--- src/rtl/alu_exec_unit.sv ---
// Execute-stage ALU: single-cycle ADD/SUB/AND/OR/SLT, iterative shift-add MUL,
// start/busy/done handshake with registered result and flags.
module alu_exec_unit #(
  parameter int WIDTH = 32,
  parameter int CNT_W = 6
) (
  input  logic             clk,
  input  logic             rst_n,
  input  logic             start,
  input  logic [5:0]       operation,
  input  logic [WIDTH-1:0] src_a,
  input  logic [WIDTH-1:0] src_b,
  output logic             busy,
  output logic             done,
  output logic [WIDTH-1:0] result,
  output logic             zero,
  output logic             illegal
);

  localparam logic [5:0] OP_ADD = 6'd27;
  localparam logic [5:0] OP_SUB = 6'd28;
  localparam logic [5:0] OP_AND = 6'd29;
  localparam logic [5:0] OP_OR  = 6'd30;
  localparam logic [5:0] OP_SLT = 6'd31;
  localparam logic [5:0] OP_MUL = 6'd32;

  typedef enum logic [1:0] {IDLE, EXEC, MUL, DONE} state_t;

  state_t           state;
  logic [5:0]       op_q;
  logic [WIDTH-1:0] a_q;
  logic [WIDTH-1:0] b_q;
  logic [WIDTH-1:0] acc;
  logic [CNT_W-1:0] cnt;
  logic [WIDTH-1:0] alu_res;
  logic             alu_ill;

  always_comb begin
    alu_res = '0;
    alu_ill = 1'b0;
    case (op_q)
      OP_ADD:  alu_res = a_q + b_q;
      OP_SUB:  alu_res = a_q - b_q;
      OP_AND:  alu_res = a_q & b_q;
      OP_OR:   alu_res = a_q | b_q;
      OP_SLT:  alu_res[0] = $signed(a_q) < $signed(b_q);
      default: alu_ill = 1'b1;
    endcase
  end

  // a_q/b_q double as multiplicand/multiplier shift registers during MUL.
  always_ff @(posedge clk or negedge rst_n) begin
    if (!rst_n) begin
      state   <= IDLE;
      op_q    <= '0;
      a_q     <= '0;
      b_q     <= '0;
      acc     <= '0;
      cnt     <= '0;
      busy    <= 1'b0;
      done    <= 1'b0;
      result  <= '0;
      zero    <= 1'b1;
      illegal <= 1'b0;
    end else begin
      done <= 1'b0;
      case (state)
        IDLE: begin
          if (start) begin
            op_q  <= operation;
            a_q   <= src_a;
            b_q   <= src_b;
            acc   <= '0;
            cnt   <= '0;
            busy  <= 1'b1;
            state <= (operation == OP_MUL) ? MUL : EXEC;
          end
        end
        EXEC: begin
          result  <= alu_res;
          zero    <= (alu_res == '0);
          illegal <= alu_ill;
          done    <= 1'b1;
          busy    <= 1'b0;
          state   <= IDLE;
        end
        MUL: begin
          if (b_q[0]) acc <= acc + a_q;
          a_q <= a_q << 1;
          b_q <= b_q >> 1;
          cnt <= cnt + CNT_W'(1);
          if (cnt == CNT_W'(WIDTH - 1)) state <= DONE;
        end
        DONE: begin
          result  <= acc;
          zero    <= (acc == '0);
          illegal <= 1'b0;
          done    <= 1'b1;
          busy    <= 1'b0;
          state   <= IDLE;
        end
        default: state <= IDLE;
      endcase
    end
  end

endmodule

--- config.mk ---
export PLATFORM = sky130hd
export DESIGN_NAME = alu_exec_unit
export DESIGN_NICKNAME = d
export VERILOG_FILES = /design/src/rtl/alu_exec_unit.sv
export SDC_FILE = /design/constraint.sdc
export NUM_CORES = 1
export LEC_CHECK = 0
export CORE_MARGIN = 4
export CORE_UTILIZATION = 43
export CTS_BUF_LIST = sky130_fd_sc_hd__clkbuf_4
export DETAILED_ROUTE_END_ITERATION = 16
export PLACE_DENSITY_LB_ADDON = 0.08
export SLEW_MARGIN = 20
export SYNTH_ARGS = -nofsm -noshare
export SYNTH_HDL_FRONTEND = slang
export SYNTH_SLANG_ARGS = --single-unit
--- constraint.sdc ---
create_clock -name clk -period 6.45 [get_ports clk]
set_input_delay 1.6125 -clock clk [delete_from_list [all_inputs] [get_ports clk]]
set_output_delay 1.6125 -clock clk [all_outputs]
set_load 0.1 [all_outputs]
* Word level (Yosys, flattened, before mapping) *
Index checks and enable logic that the tools add are counted.

word-level totals
  word-level logic and storage cells = 66
  output and inout bits = 36
  input port bits = 73
  bits in registers = 146

operators by class
  reduce and logical (&&, ||, !) cells = 13
  add/subtract/negate cells = 4
  order comparisons = 1
  multiplexer cells = 22
  bitwise operators = 2
  equal/unequal tests = 13

operators with widths
  kind                 count
  $pmux 32 s2          4
  $mux 32              4
  $pmux 31 s4          1
  $add 32x32->32       2
  $logic_not 32->1     2
  $eq 6x5->1 const B   6
  $and 32x32->32       1
  $lt 32x32->1         1
  $or 32x32->32        1
  $sub 32x32->32       1
  $pmux 6 s2           1
  $reduce_and 2->1     4
  $add 6x1->6 const B  1
  $eq 6x6->1 const B   1
  $mux 2               3
  $mux 6               1
  $ne 2x2->1 const B   3
  $pmux 1 s2           3
  $pmux 2 s3           1
  $reduce_bool 2->1    3
  $pmux 1 s5           1
  $reduce_or 5->1      1
  $eq 2x2->1 const B   2
  $mux 1               3
  other kinds (4)      4

* Depth between registers and ports, before layout *
  depth in word-level cells = 4
  depth in mapped cells = 15
  gate-level depth less buffers = 15

* Least setup slack after synthesis *
Ideal clock, no wire load.

  kind = reg2reg
  start point = register a_q[7]
  end point = register zero
  period minus slack after synthesis = 3.663 ns
  slack = 2.787 ns
  data required time = 6.353 ns
  stages on the path, launching flop included = 14
  buffers on the path = 1
  data arrival time = 3.566 ns
  setup time = 0.097 ns
  path through = dfrtp_1 -> inv_1 -> ha_1 -> buf_6 -> or4_4 -> or3_1 -> a211o_1 -> and2_4 -> o311a_4 -> o31a_1 -> or3_1 -> nand4_1 -> nand2_1 -> o41ai_2

on the way
  longest elaborated chain between the ends = 4
  elaborated cells between the ends (all ways) = 9
  classes of those cells = add/sub (2); order compare (1); mux (3); bitwise (2); reduce/logical (1)

RTL lines
  item                                       line  text
  start: declaration                         31    logic [WIDTH-1:0] a_q;
  start signal: assignment                   71    a_q <= src_a;
  start signal: assignment                   89    a_q <= a_q << 1;
  $sub 32x32->32 (tied with other cells)     43    OP_SUB: alu_res = a_q - b_q;
  $pmux 31 s4 or $pmux 1 s5 (tied branches)  41    case (op_q)
  $logic_not 32->1 (*)                       81    zero <= (alu_res == '0);
  $pmux 1 s2 (*)                             67    case (state)
  end signal: assignment                     81
  end signal: assignment                     96    zero <= (acc == '0);
  end: declaration                           16    output logic zero,

Mark *: on every way between the ends. The rest lies on a longest branch, timed or not.
A chain may end at the register's enable or synchronous reset.

* Worst setup path in the final report *
  start point = register a_q[1]
  end point = register zero

The elaborated chain is that of the path after synthesis.

==> impl_metrics.yaml <==
status:
  status: "finished clean"
synthesis:
  synth.ff_latch_count: 146
  synth_top_area_share_pct: 28.22
  synth_cell_types: 80
  syn-num-nets: 1829
  synthesis.area_um2: 12860
  yosys.area.top_type: "dfrtp_1"
  syn_inst: 1618
  synth_edf_count: 0
  synth-seq-area-share_pct: 28.43
  yosysWarnings: 0
  synth_top_flop_cell: "dfrtp_1"
  synthArstFlopShare_pct: 100.0
  ys_top_cells_by_area: "dfrtp_1 28%, ha_1 13%, a21oi_1 6.6%"
  syn_avg_cell_area_um2: 7.946
cells_and_area:
  drive_gt1_share_pct: 5.837
  layoutNonFillerInstCount: 2072
  final_common_cell: "a21oi_1"
  area_growth_pct: 12.63
  fin_nets: 1877
  final_cell_mix: "169 x a21oi_1, 156 x nand2_1, 150 x nor2_1"
  nFillCells: 2989
  design_area_um2: 14480
clocking:
  clk_latency_ns: 0.63
  clock-sinks: 146
  cts.path.max_buffers: 2
  clk_pin_slew_ns: 0.15
  holdBufCountCts: 0
  cts_tree: "yes"
  cts_resized: 0
  cts_buffers: 17
  cts_htree_levels: 4
  cts_setup_buffers: 0
  clockRootBuffer: "clkbuf_4"
setup_path:
  start_kind: "flop"
  critical_path_arrival_ns: 5.20
  reg2reg_slack_ns: 1.78
  crit_end: "zero"
  worstPathMaxFanout: 7
  worstSetupEndpointType: "flop"
  crit_start: "a_q[1]"
  worst-setup-path-type: "reg -> reg"
  r2r_cells: 13
  r2r_end: "zero"
  r2r_start: "a_q[1]"
  cp.required_ns: 6.99
hold_path:
  min-delay-start: "busy"
  hp-class: "reg -> reg"
route:
  wl_mm: 45.76
  drc: 0
  firstDrtPassIters: 5
  vias_per_cell: 6.113
  drtIter0Drc: 1082
  wl_per_cell_um: 22.08
  postRouteAntennaNets: 0
  num_vias: 12670
power_and_ir_drop:
  worst_ir_drop_vdd_v: 0.0004028
  p_total_mw: 8.161
  p_leak_nw: 6.452
  power_density_nw_per_um2: 563.6
sta:
  slew_headroom_pct: 23.67
  clock_skew_ns: 0.03147
  totalNegativeSetupSlack_ns: 0
  fmax_mhz: 214.4
  hold_viol: 0
  setup_slack_ns: 1.785
  finalSetupViolations: 0
  tightest_slew_ns: 1.142
  fin_crit_ns: 4.665
  rsz0062_at_grt: "false"
  final_max_slew_viol_count: 0
  post-route-period-util_pct: 72.33
job:
  drv_cap: 0
placed_design:
  placed_cell_area_um2: 14220
  dp_cells: 2037
  place_congestion: 0.9557
  dp_hpwl_mm: 33.97
  portBuffers: 108
  place_ws_ns: 1.957
global_route:
  grt_pass1_wl_mm: 70.66
  grt_use_total_pct: 27.19
  overflow: 0
  antenna_found_initial: 1
  grt_max_degree: 82
  grt_pass1_vias: 12010
die:
  die_h_um: 180.9
  dieArea_um2: 32730
  row_count: 63
  coreArea_um2: 29560
  io_pins: 109
  start_util_pct: 43.50
  die_w_um: 180.9
## layout make-up
| type | count | area (um2) | share of cell area, % |
|---|---|---|---|
| antenna | 3 | 7.507 | 0.05184 |
| clock buffer | 18 | 135.1 | 0.9331 |
| clock inverter | 14 | 116.4 | 0.8035 |
| inverter | 102 | 382.9 | 2.644 |
| multi-input combinational | 1276 | 8489 | 58.62 |
| sequential | 146 | 3655 | 25.24 |
| tap | 390 | 488.0 | 3.370 |
| timing repair buffer | 123 | 1207 | 8.338 |
## logic make-up after synthesis
group                    synth area share [%]
XOR/XNOR                                2.657
multiplexers                            2.267
AND/OR/NAND/NOR                         17.18
buffers and inverters                   5.800
adder cells (fa/ha/maj)                 13.60
flip-flops                              28.43
AO/OA/AOI/OAI                           30.07
## through the flow
step | hold WS [ns] | util [%]
6_report | 0.5061 | 48.99
5_1_grt | 0.5479 | 48.98
4_1_cts | 0.5111 | 48.97
3_5_place_dp | 0.4678 | 48.11
3_3_place_gp | 0.4637 | 48.11
2_1_floorplan | 0.4499 | -
## flip-flops by register name (all words and copies together), names as in the netlist
signal	count
done	1
zero	1
busy	1
op_q	6
b_q	32
result	32
state	2
cnt	6
acc	32
illegal	1
a_q	32
## layer usage
layer | share of wire (%) | track usage, % | vias up
li1 | - | - | 5987
met1 | 48 | 41.10 | 6134
met2 | 42 | 39.68 | 486
met3 | 7.7 | 5.839 | 59
met4 | 1.8 | 6.322 | 0
met5 | 0 | 0 | -
## cell usage after synthesis (4+ instances only)
| cell | n |
|---|---|
| mux2_2 | 17 |
| dfrtp_1 | 145 |
| or3_1 | 16 |
| o22ai_1 | 9 |
| xor2_1 | 15 |
| o2bb2ai_1 | 6 |
| and2_1 | 7 |
| mux2i_1 | 10 |
| o31a_1 | 4 |
| nor2b_1 | 7 |
| a211o_1 | 8 |
| nor3_1 | 34 |
| clkbuf_1 | 86 |
| nand4b_1 | 4 |
| nor4_1 | 17 |
| ha_1 | 135 |
| or2_2 | 6 |
| xnor2_1 | 24 |
| inv_1 | 101 |
| a221oi_1 | 12 |
| nand4_1 | 16 |
| a21oi_1 | 169 |
| o221ai_1 | 7 |
| o21bai_1 | 19 |
| nand2_1 | 156 |
| a31oi_1 | 11 |
| a21o_1 | 36 |
| a22o_1 | 5 |
| o311ai_0 | 6 |
| and3_1 | 9 |
| o21a_1 | 14 |
| buf_1 | 5 |
| a221o_1 | 6 |
| nand2b_1 | 12 |
| o31ai_1 | 15 |
| nor2_1 | 152 |
| a211oi_1 | 80 |
| o2111ai_1 | 4 |
| a2111oi_0 | 7 |
| o21ai_0 | 127 |
| nand3_1 | 25 |
| o211ai_1 | 10 |
## how the worst min path moves through the flow
stage                      to  slack (ns)  cells after the start
finish                   busy        0.51                      1
CTS                      busy        0.51                      1
global route        result[5]        0.55                      1
floorplan             op_q[5]        0.45                      2
global placement         busy        0.46                      1
detailed placement       busy        0.47                      1
## worst max-delay path, stage by stage, from the launching register on
cell and delay (ns):
dfrtp_1 0.57, inv_1 0.14, ha_1 0.34, nor2_1 0.07, o311ai_0 0.76, a21oi_1 0.31
o311ai_0 0.49, a31oi_1 0.15, a211o_1 0.32, a2111oi_0 0.50, nand3_1 0.16, nor4_2 0.31
nand4_1 0.15, o41ai_2 0.31
## report_power, final
group          switching (mW)  internal, mW  total (mW)
registers               0.348          1.22        1.57
clock network           0.392         0.192       0.584
logic                    4.01          2.00        6.01
(Power assumes the default switching activity.)
